### src/rtl/mine_field_if.sv
// Signal bundle between the game controller (master) and the minefield datapath (slave).
interface mine_field_if #(
  parameter int unsigned ROWS    = 5,
  parameter int unsigned COLS    = 5,
  parameter int unsigned SCORE_W = 32
);
  localparam int unsigned N  = ROWS * COLS;
  localparam int unsigned RW = $clog2(ROWS);
  localparam int unsigned CW = $clog2(COLS);

  logic               start;
  logic [15:0]        seed;
  logic               pick_valid;
  logic               pick_ready;
  logic [RW-1:0]      pick_row;
  logic [CW-1:0]      pick_col;
  logic               place_done;
  logic [N-1:0]       mines;
  logic [N-1:0]       cleared;
  logic [3:0]         n_nearby;
  logic               result_valid;
  logic               pick_err;
  logic               gameover;
  logic               win;
  logic [SCORE_W-1:0] global_score;

  modport master (
    output start, seed, pick_valid, pick_row, pick_col,
    input  pick_ready, place_done, mines, cleared, n_nearby, result_valid,
           pick_err, gameover, win, global_score
  );

  modport slave (
    input  start, seed, pick_valid, pick_row, pick_col,
    output pick_ready, place_done, mines, cleared, n_nearby, result_valid,
           pick_err, gameover, win, global_score
  );
endinterface

### src/rtl/mine_field_dp.sv
// ROWS x COLS minesweeper datapath: LFSR mine placement, 8-neighbour count, pick handshake, score.
// Optional FIRST_PICK_SAFE_EN: placement deferred until the first pick, which is never a mine.
module mine_field_dp #(
  parameter int unsigned ROWS      = 5,
  parameter int unsigned COLS      = 5,
  parameter int unsigned NUM_MINES = 3,
  parameter int unsigned SCORE_W   = 32
) (
  input  logic        clka,
  input  logic        restart_n,
  mine_field_if.slave bus
);
  localparam int unsigned N  = ROWS * COLS;
  localparam int unsigned RW = $clog2(ROWS);
  localparam int unsigned CW = $clog2(COLS);
  localparam int unsigned IW = $clog2(N);
  localparam int unsigned PW = $clog2(NUM_MINES + 1);
  localparam logic [15:0] LFSR_INIT = 16'hACE1;

  if (ROWS < 2 || ROWS > 16 || COLS < 2 || COLS > 16) begin : g_bad_dims
    $error("mine_field_dp: ROWS and COLS must be within 2..16");
  end
  if (NUM_MINES < 1 || NUM_MINES > N - 2) begin : g_bad_mines
    $error("mine_field_dp: NUM_MINES must be within 1..N-2");
  end

  typedef enum logic [2:0] {S_IDLE, S_PLACE, S_READY, S_EVAL, S_OVER, S_ARMED} state_e;

  state_e             state_q, state_d;
  logic [15:0]        lfsr_q, lfsr_d;
  logic [N-1:0]       mines_q, mines_d, cleared_q, cleared_d;
  logic [3:0]         nearby_q, nearby_d;
  logic [SCORE_W-1:0] score_q, score_d;
  logic [RW-1:0]      row_q, row_d;
  logic [CW-1:0]      col_q, col_d;
  logic [PW-1:0]      placed_q, placed_d;
  logic               rv_q, rv_d, err_q, err_d, go_q, go_d, win_q, win_d;
  logic               pd_q, pd_d, ready_q, ready_d;

  logic [IW-1:0]      pick_idx_c, cand_idx_c;
  logic [N-1:0]       cell_c;
  logic [15:0]        lfsr_nx_c;
  logic               excl_hit_c;

  function automatic logic in_range(input logic [RW-1:0] r, input logic [CW-1:0] c);
    return (int'(r) < int'(ROWS)) && (int'(c) < int'(COLS));
  endfunction

  // Only neighbours inside the field count; no wrap across row or column edges.
  function automatic logic [3:0] count_nearby(input logic [N-1:0] m, input int r, input int c);
    int cnt;
    cnt = 0;
    for (int dr = -1; dr <= 1; dr++) begin
      for (int dc = -1; dc <= 1; dc++) begin
        if ((dr != 0 || dc != 0) && (r + dr >= 0) && (r + dr < int'(ROWS)) &&
            (c + dc >= 0) && (c + dc < int'(COLS))) begin
          if (m[IW'((r + dr) * int'(COLS) + c + dc)]) cnt++;
        end
      end
    end
    return 4'(cnt);
  endfunction

  assign pick_idx_c = IW'(int'(row_q) * int'(COLS) + int'(col_q));
  assign cell_c     = N'(1) << pick_idx_c;
  assign lfsr_nx_c  = {lfsr_q[14:0], lfsr_q[15] ^ lfsr_q[13] ^ lfsr_q[12] ^ lfsr_q[10]};
  assign cand_idx_c = IW'(lfsr_q % 16'(N));

`ifdef FIRST_PICK_SAFE_EN
  localparam state_e START_TO = S_ARMED;
  localparam state_e PLACE_TO = S_EVAL;
  // The latched first pick stays in row_q/col_q throughout placement.
  assign excl_hit_c = (cand_idx_c == pick_idx_c);
`else
  localparam state_e START_TO = S_PLACE;
  localparam state_e PLACE_TO = S_READY;
  assign excl_hit_c = 1'b0;
`endif

  always_comb begin
    state_d   = state_q;
    lfsr_d    = lfsr_q;
    mines_d   = mines_q;
    cleared_d = cleared_q;
    nearby_d  = nearby_q;
    score_d   = score_q;
    row_d     = row_q;
    col_d     = col_q;
    placed_d  = placed_q;
    err_d     = err_q;
    go_d      = go_q;
    win_d     = win_q;
    rv_d      = 1'b0;
    pd_d      = 1'b0;

    unique case (state_q)
      S_PLACE: begin
        lfsr_d = lfsr_nx_c;
        if (!mines_q[cand_idx_c] && !excl_hit_c) begin
          mines_d[cand_idx_c] = 1'b1;
          placed_d            = placed_q + PW'(1);
          if (placed_q == PW'(NUM_MINES - 1)) begin
            pd_d    = 1'b1;
            state_d = PLACE_TO;
          end
        end
      end
      S_READY: begin
        if (bus.pick_valid && ready_q) begin
          row_d   = bus.pick_row;
          col_d   = bus.pick_col;
          state_d = S_EVAL;
        end
      end
`ifdef FIRST_PICK_SAFE_EN
      S_ARMED: begin
        if (bus.pick_valid && ready_q) begin
          row_d = bus.pick_row;
          col_d = bus.pick_col;
          if (in_range(bus.pick_row, bus.pick_col)) begin
            state_d = S_PLACE;
          end else begin
            err_d = 1'b1;
            rv_d  = 1'b1;
          end
        end
      end
`endif
      S_EVAL: begin
        rv_d = 1'b1;
        if (!in_range(row_q, col_q)) begin
          err_d   = 1'b1;
          state_d = S_READY;
        end else begin
          err_d     = 1'b0;
          nearby_d  = count_nearby(mines_q, int'(row_q), int'(col_q));
          cleared_d = cleared_q | cell_c;
          if (mines_q[pick_idx_c]) begin
            go_d    = 1'b1;
            win_d   = 1'b0;
            state_d = S_OVER;
          end else if ((cleared_q | cell_c) == ~mines_q) begin
            go_d    = 1'b1;
            win_d   = 1'b1;
            state_d = S_OVER;
            if (score_q != {SCORE_W{1'b1}}) score_d = score_q + SCORE_W'(1);
          end else begin
            state_d = S_READY;
          end
        end
      end
      default: ;
    endcase

    // A new game may begin from any resting state; placement and evaluation are never interrupted.
    if (bus.start && (state_q == S_IDLE || state_q == S_READY ||
                      state_q == S_OVER || state_q == S_ARMED)) begin
      mines_d   = '0;
      cleared_d = '0;
      nearby_d  = '0;
      err_d     = 1'b0;
      go_d      = 1'b0;
      win_d     = 1'b0;
      placed_d  = '0;
      lfsr_d    = (bus.seed == 16'h0000) ? LFSR_INIT : bus.seed;
      state_d   = START_TO;
    end

    ready_d = (state_d == S_READY) || (state_d == S_ARMED);
  end

  always_ff @(posedge clka or negedge restart_n) begin
    if (!restart_n) begin
      state_q   <= S_IDLE;
      lfsr_q    <= LFSR_INIT;
      mines_q   <= '0;
      cleared_q <= '0;
      nearby_q  <= '0;
      score_q   <= '0;
      row_q     <= '0;
      col_q     <= '0;
      placed_q  <= '0;
      rv_q      <= 1'b0;
      err_q     <= 1'b0;
      go_q      <= 1'b0;
      win_q     <= 1'b0;
      pd_q      <= 1'b0;
      ready_q   <= 1'b0;
    end else begin
      state_q   <= state_d;
      lfsr_q    <= lfsr_d;
      mines_q   <= mines_d;
      cleared_q <= cleared_d;
      nearby_q  <= nearby_d;
      score_q   <= score_d;
      row_q     <= row_d;
      col_q     <= col_d;
      placed_q  <= placed_d;
      rv_q      <= rv_d;
      err_q     <= err_d;
      go_q      <= go_d;
      win_q     <= win_d;
      pd_q      <= pd_d;
      ready_q   <= ready_d;
    end
  end

  assign bus.pick_ready   = ready_q;
  assign bus.place_done   = pd_q;
  assign bus.mines        = mines_q;
  assign bus.cleared      = cleared_q;
  assign bus.n_nearby     = nearby_q;
  assign bus.result_valid = rv_q;
  assign bus.pick_err     = err_q;
  assign bus.gameover     = go_q;
  assign bus.win          = win_q;
  assign bus.global_score = score_q;
endmodule

### src/flat_wrapper.sv
// flat-port wrapper written by rule: the top's interface ports become plain ports
module mine_field_dp_flat 
#(
  parameter int unsigned ROWS      = 5,
  parameter int unsigned COLS      = 5,
  parameter int unsigned NUM_MINES = 3,
  parameter int unsigned SCORE_W   = 32
)
  (clka, restart_n, bus_start, bus_seed, bus_pick_valid, bus_pick_row, bus_pick_col, bus_pick_ready, bus_place_done, bus_mines, bus_cleared, bus_n_nearby, bus_result_valid, bus_pick_err, bus_gameover, bus_win, bus_global_score);
  mine_field_if #(.ROWS(ROWS), .COLS(COLS), .SCORE_W(SCORE_W)) bus_i ();
  input  logic clka;
  input  logic restart_n;
  input wire logic [$bits(bus_i.start)-1:0] bus_start;
  input wire logic [$bits(bus_i.seed)-1:0] bus_seed;
  input wire logic [$bits(bus_i.pick_valid)-1:0] bus_pick_valid;
  input wire logic [$bits(bus_i.pick_row)-1:0] bus_pick_row;
  input wire logic [$bits(bus_i.pick_col)-1:0] bus_pick_col;
  output wire logic [$bits(bus_i.pick_ready)-1:0] bus_pick_ready;
  output wire logic [$bits(bus_i.place_done)-1:0] bus_place_done;
  output wire logic [$bits(bus_i.mines)-1:0] bus_mines;
  output wire logic [$bits(bus_i.cleared)-1:0] bus_cleared;
  output wire logic [$bits(bus_i.n_nearby)-1:0] bus_n_nearby;
  output wire logic [$bits(bus_i.result_valid)-1:0] bus_result_valid;
  output wire logic [$bits(bus_i.pick_err)-1:0] bus_pick_err;
  output wire logic [$bits(bus_i.gameover)-1:0] bus_gameover;
  output wire logic [$bits(bus_i.win)-1:0] bus_win;
  output wire logic [$bits(bus_i.global_score)-1:0] bus_global_score;
  assign bus_i.start = bus_start;
  assign bus_i.seed = bus_seed;
  assign bus_i.pick_valid = bus_pick_valid;
  assign bus_i.pick_row = bus_pick_row;
  assign bus_i.pick_col = bus_pick_col;
  assign bus_pick_ready = bus_i.pick_ready;
  assign bus_place_done = bus_i.place_done;
  assign bus_mines = bus_i.mines;
  assign bus_cleared = bus_i.cleared;
  assign bus_n_nearby = bus_i.n_nearby;
  assign bus_result_valid = bus_i.result_valid;
  assign bus_pick_err = bus_i.pick_err;
  assign bus_gameover = bus_i.gameover;
  assign bus_win = bus_i.win;
  assign bus_global_score = bus_i.global_score;
  mine_field_dp #(.ROWS(ROWS), .COLS(COLS), .NUM_MINES(NUM_MINES), .SCORE_W(SCORE_W)) u_core (.clka(clka), .restart_n(restart_n), .bus(bus_i));
endmodule
### config.mk
export PLATFORM = sky130hd
export DESIGN_NAME = mine_field_dp_flat
export DESIGN_NICKNAME = d
export VERILOG_FILES = /design/src/rtl/mine_field_if.sv /design/src/rtl/mine_field_dp.sv /design/src/flat_wrapper.sv
export SDC_FILE = /design/constraint.sdc
export NUM_CORES = 1
export LEC_CHECK = 0
export ABC_AREA = 0
export CORE_ASPECT_RATIO = 0.9
export CORE_UTILIZATION = 40
export CTS_CLUSTER_SIZE = 30
export DETAILED_ROUTE_END_ITERATION = 12
export PLACE_DENSITY = 0.59
export SLEW_MARGIN = 20
export SYNTH_ARGS = -nofsm -noshare
export SYNTH_HDL_FRONTEND = slang
export SYNTH_SLANG_ARGS = --single-unit
### constraint.sdc
create_clock -name clka -period 15.25 [get_ports clka]
set_clock_uncertainty 0.05 [all_clocks]
set_input_delay 3.05 -clock clka [delete_from_list [all_inputs] [get_ports clka]]
set_output_delay 3.05 -clock clka [all_outputs]
set_load 0.02 [all_outputs]
==> results of run 1 <==
-- stage by stage --
stage / instance area, µm² / hold slack (ns) / worst slack [ns]
2_1_floorplan: 11450 / 0.4403 / 5.839
3_3_place_gp: 12850 / 0.4117 / 3.106
3_5_place_dp: 12850 / 0.4232 / 3.067
4_1_cts: 13410 / 0.4395 / 3.008
5_1_grt: 13410 / 0.4627 / 2.208
6_report: 13410 / 0.4376 / 3.217
-- cell families (layout without fill, tap and decap cells) --
family / Yosys count / in the layout / synth area share
AOI/OAI and AO/OA: 338 / 338 / 0.2210
xor gates and xnor gates: 111 / 111 / 0.08488
adders and majority gates: 62 / 62 / 0.06937
buffers and inverters: 110 / 199 / 0.03987
DFF: 119 / 119 / 0.2609
muxes: 101 / 101 / 0.1396
and+or+nand+nor: 422 / 422 / 0.1844
-- layer usage --
metal | GRT usage | part of all wire | vias up
met5 | 0 | 0 | -
met4 | 0.05633 | 0.015 | 0
met3 | 0.03757 | 0.072 | 37
met2 | 0.3462 | 0.43 | 381
met1 | 0.3482 | 0.48 | 5102
li1 | - | - | 4928
-- layout make-up --
class / count / share of cell area
timing repair buffer: 125 / 0.09160
sequential: 119 / 0.2228
inverter: 42 / 0.01175
clock buffer: 17 / 0.03172
clock inverter: 15 / 0.009701
multi-input combinational: 1034 / 0.5989
tap: 360 / 0.03358
-- sequential cells by signal (all words and copies together), names as in the netlist --
register	cells
u_core.bus.cleared	25
u_core.col_q	3
u_core.state_q	3
u_core.bus.result_valid	1
u_core.bus.pick_ready	1
u_core.bus.global_score	32
u_core.row_q	3
u_core.bus.pick_err	1
u_core.bus.mines	25
u_core.bus.gameover	1
u_core.lfsr_q	16
u_core.bus.win	1
u_core.placed_q	2
u_core.bus.n_nearby	4
u_core.bus.place_done	1
-- worst reg2reg max path, delay by kind of cell (launching register included) --
kind,cells,cell delay [ns]
and+or+nand+nor,14,3.89
adders and majority gates,3,0.90
muxes,3,0.93
AOI/OAI and AO/OA,15,4.32
DFF,1,0.90
xor gates and xnor gates,2,0.90
-- placed cells by master, fill, tap and decap left out, types with 37 or more instances in the layout --
| cell | n |
|---|---|
| dfrtp_1 | 111 |
| a21oi_1 | 47 |
| nand2_1 | 109 |
| xnor2_1 | 71 |
| a31oi_1 | 58 |
| clkdlybuf4s50_1 | 116 |
| xor2_1 | 39 |
| inv_1 | 41 |
| o21ai_0 | 37 |
| ha_1 | 57 |
| nor2_1 | 111 |
| mux4_2 | 44 |
-- how the worst max path moves through the flow --
stage	endpoint
3_5_place_dp	u_core.placed_q[1]$_DFFE_PN0P_
2_1_floorplan	u_core.bus.mines[16]$_DFFE_PN0P_
3_3_place_gp	u_core.placed_q[1]$_DFFE_PN0P_
6_report	u_core.placed_q[1]$_DFFE_PN0P_
4_1_cts	u_core.placed_q[1]$_DFFE_PN0P_
5_1_grt	u_core.bus.mines[4]$_DFFE_PN0P_
==> flow_summary.json, run 1 <==
{
  "outcome": "complete, no violations",
  "dp_hpwl_mm": 24.52,
  "timing_hold_violations_final": 0,
  "grt_antenna_before_repair": 0,
  "final-seq-area_um2": 2988,
  "achievable-frequency_mhz": 83.10,
  "drv_slew": 0,
  "tritoncts_clock_tree": "built",
  "r2r_setup_slack_ns": 3.22,
  "num_vias": 10450,
  "clk_root_buffer_cell": "clkbuf_16",
  "synthDominantAreaCellType": "dfrtp_1",
  "synth.area.top_cells": "dfrtp_1, mux4_2, ha_1, xnor2_1, nor2_1",
  "floorplan.initialDensity": 0.4089,
  "grt_overflow": 0,
  "area_growth_from_synthesis_to_final_layout_pct": 17.11,
  "layout_min_cycle_time_ns": 12.03,
  "finalNetCount": 1425,
  "criticalPathCategory": "flip-flop to flip-flop",
  "first_pass_grt_wire_length_mm": 54.67,
  "min_delay_path_depth": 1,
  "timing.reg2reg.worst_path_depth": 37,
  "min-delay-start": "u_core.bus.gameover$_DFFE_PN0P_",
  "portBuffers": 117,
  "critPathBufInv": 0,
  "fin_cells": 1712,
  "crit-reg2reg-launch": "u_core.lfsr_q[14]$_DFFE_PN0P_",
  "cts-buffers-inserted": 17,
  "crit_path_top_delay_cell": "dfrtp_1",
  "crit_cells": 37,
  "crit_path_frequent_cell": "mux2i_1",
  "finalCoreUtilization": 0.4788,
  "pin_count": 118,
  "drt_pass1_iterations": 5,
  "syn-instance-count": 1263,
  "cts.repair_timing.setup_buffer_count": 0,
  "whs_endpoint": "u_core.bus.gameover$_DFFE_PN0P_",
  "synth_area_per_cell_um2": 9.068,
  "maxCapViolations": 0,
  "post_cts_resize_count": 0,
  "grt_usage": 0.2324,
  "chipHeight_um": 162.5,
  "timing.slew.headroom": 0.3733,
  "timing.critical_path.arrival_ns": 12.27,
  "die_width_um": 180.4,
  "ys_seq_elements": 119,
  "clock_path_buffers": 2,
  "worst_setup_path_startpoint": "u_core.lfsr_q[14]$_DFFE_PN0P_",
  "floorplan.rows": 58,
  "worst_slew_pin_slew_ns": 0.9395,
  "fp.dieArea_um2": 29320,
  "routedWlPerCell_um": 19.79,
  "cell_family_with_the_largest_share_of_critical_path_delay": "compound AO/OA/AOI/OAI gates",
  "fillers": 2678,
  "area_of_the_core_um2": 28010,
  "route.final.wire_length_mm": 33.88,
  "setup_repair_after_global_routing_missed_its_margin": "false",
  "clkTransAtPathRegs_ns": 0.06,
  "syn_area_um2": 11450,
  "antenna_cells": 0,
  "critical_path.max_stage_delay_ns": 0.90,
  "drt-vias-per-instance": 6.103,
  "cts_num_sinks": 119,
  "setup-tns-final_ns": 0,
  "synth-edff-count": 0,
  "detail_route.drc_violations": 0,
  "grt_start_max_net_pins": 63,
  "min-delay-path-class": "flip-flop to flip-flop",
  "place_inst": 1680,
  "cp-end-kind": "flip-flop",
  "setup-violations-final": 0,
  "detail_route.iter0.violations": 998,
  "finalCritPeriodShare": 0.7891,
  "ys_types": 107,
  "postCtsHoldBufs": 0,
  "clock_insertion_delay_worst_skew_ns": 0.43,
  "synth.cells.most_frequent": "dfrtp_1, nor2_1, nand2_1",
  "postSynth.asyncResetShare": 1.000,
  "final_layout_size_suffix_gt1_frac": 0.1324,
  "grt_pass1_vias": 9883,
  "antenna_left": 0,
  "synth_ff_type": "dfrtp_1",
  "synth.top_cell.area_share": 0.2425,
  "multi_input_area_um2": 8033,
  "timing.rr.end": "u_core.placed_q[1]$_DFFE_PN0P_",
  "critical_path.startpoint_type": "flip-flop",
  "synth_seq_area_share": 0.2609,
  "cts.htree.levels": 4,
  "required_ns": 15.49,
  "synth_fp_nets": 1349,
  "yosysWarningCount": 0,
  "gp_congestion": 0.9489,
  "crit_path_max_fanout": 31
}
Power of run 1 is left out: the tool's default activity adds up to more than one toggle a clock period on the data nets, which glitch-free logic cannot reach.
==> inputs of run 2 (changes only) <==
Settings changed: PLACE_DENSITY 0.59 to 0.61.
Clock period 15.25 ns to 10 ns, I/O delays scaled along.
==> run 2 against run 1 <==
  * Non-clock buffer count grew 57
  * First-iteration DRC count down 17%
  * Sequential share of layout area shrank 1.3 points
  * Hold slack lost 0.0047 ns
  * Critical path depth grew 3
  * Count of clock-buffer cells in the layout stayed put
  * Routed wire length increased by 6.5%
  * Flip-flop and latch count stayed put
  * Die area did not move
==> flow_summary.json, run 2 (synthesis gave the netlist of run 1 again) <==
{
  "detail_route.drc_violations": 0,
  "critical_path.startpoint_type": "flip-flop",
  "antenna_left": 0,
  "crit_path_frequent_cell": "buf_4",
  "fp.dieArea_um2": 29320,
  "chipHeight_um": 162.5,
  "dp_hpwl_mm": 25.06,
  "worst_slew_pin_slew_ns": 0.9060,
  "die_width_um": 180.4,
  "crit_path_max_fanout": 10,
  "criticalPathCategory": "flip-flop to flip-flop",
  "routedWlPerCell_um": 20.40,
  "clock_path_buffers": 2,
  "cts.htree.levels": 4,
  "timing_hold_violations_final": 0,
  "outcome": "complete, no violations",
  "achievable-frequency_mhz": 103.2,
  "finalCoreUtilization": 0.5107,
  "grt_antenna_before_repair": 0,
  "timing.critical_path.arrival_ns": 9.94,
  "floorplan.initialDensity": 0.4089,
  "clkTransAtPathRegs_ns": 0.06,
  "multi_input_area_um2": 8411,
  "pin_count": 118,
  "timing.slew.headroom": 0.3957,
  "grt_usage": 0.2389,
  "final-seq-area_um2": 3000,
  "fillers": 2604,
  "floorplan.rows": 58,
  "min-delay-path-class": "flip-flop to flip-flop",
  "route.final.wire_length_mm": 36.08,
  "first_pass_grt_wire_length_mm": 55.63,
  "clk_root_buffer_cell": "clkbuf_16",
  "area_of_the_core_um2": 28010,
  "drt-vias-per-instance": 6.181,
  "setup-violations-final": 0,
  "cts-buffers-inserted": 17,
  "largest_register_ff_count": 32,
  "clock_insertion_delay_worst_skew_ns": 0.43,
  "num_vias": 10940,
  "critical_path.max_stage_delay_ns": 0.56,
  "maxCapViolations": 0,
  "final_layout_size_suffix_gt1_frac": 0.1980,
  "gp_congestion": 0.9084,
  "detail_route.iter0.violations": 830,
  "drv_slew": 0,
  "finalCritPeriodShare": 0.9692,
  "crit_path_top_delay_cell": "or4_4",
  "grt_pass1_vias": 10060,
  "grt_start_max_net_pins": 69,
  "antenna_cells": 0,
  "portBuffers": 117,
  "layout_min_cycle_time_ns": 9.692,
  "area_growth_from_synthesis_to_final_layout_pct": 24.91,
  "required_ns": 10.25,
  "cts_num_sinks": 119,
  "mostFrequentLayoutCells": "clkdlybuf4s50_1, dfrtp_1, nor2_1, nand2_1, xnor2_1",
  "drt_pass1_iterations": 6,
  "cp-end-kind": "flip-flop",
  "finalNetCount": 1482,
  "mostFrequentLayoutCell": "clkdlybuf4s50_1",
  "grt_overflow": 0,
  "tritoncts_clock_tree": "built"
}
[run 2: routing by layer]
layer,share of wire,GRT usage,vias to the layer above
met4,0.014,0.05478,0
li1,-,-,5033
met2,0.46,0.3682,420
met1,0.46,0.3473,5438
met3,0.066,0.04204,44
met5,0,0,-
[run 2: final timing paths]
check                                           startpoint                         endpoint  slack, ns  depth (start not counted)
setup / recovery             u_core.lfsr_q[10]$_DFFE_PN1P_  u_core.bus.pick_ready$_DFF_PN0_       0.31                         40
hold / removal             u_core.bus.gameover$_DFFE_PN0P_  u_core.bus.gameover$_DFFE_PN0P_       0.43                          1
setup reg to reg             u_core.lfsr_q[10]$_DFFE_PN1P_  u_core.bus.pick_ready$_DFF_PN0_       0.31                         40
hold reg to reg            u_core.bus.gameover$_DFFE_PN0P_  u_core.bus.gameover$_DFFE_PN0P_       0.43                          1
max in group asynchronous                        restart_n  u_core.bus.mines[4]$_DFFE_PN0P_       6.96                          2
min in group asynchronous                        restart_n     u_core.lfsr_q[3]$_DFFE_PN0P_       1.58                          1
[run 2: layout make-up]
cell class	instances	share of cell area
clock buffers	17	0.02974
clock inverters	15	0.01338
inverters	42	0.01102
multi-input cells	1034	0.5879
flip-flops and latches	119	0.2097
well taps	360	0.03149
repair buffers	182	0.1168
[run 2: critical path: cells and delay by family, from the launching register on]
family,cells,cell delay [ns]
AND/OR/NAND/NOR,12,2.94
adder cells (fa/ha/maj),2,0.43
XOR/XNOR,2,0.39
multiplexers,2,0.50
buffers and inverters,4,0.72
flip-flops,1,0.49
AO/OA/AOI/OAI,18,4.04
[run 2: timing repair]
action | 4_1_cts | 5_1_grt
setup buffers | 0 | 26
resized for setup | 0 | 80
hold buffers | 0 | 0
endpoints found under the setup margin | 0 | 31
[run 2: per-stage QoR]
stage	hold slack, ns	std cells	area (µm²)	TNS [ns]	setup slack [ns]
3_3_place_gp	0.4128	1711	13080	0	0.1461
3_5_place_dp	0.4228	1711	13080	0	0.07172
5_1_grt	0.4525	1769	14310	-3.424	-0.1764
6_report	0.4329	1769	14310	0	0.3075
4_1_cts	0.4367	1743	13700	0	0.003232
2_1_floorplan	0.4403	1263	11450	0	0.5891
Power of run 2 is left out for the same reason.
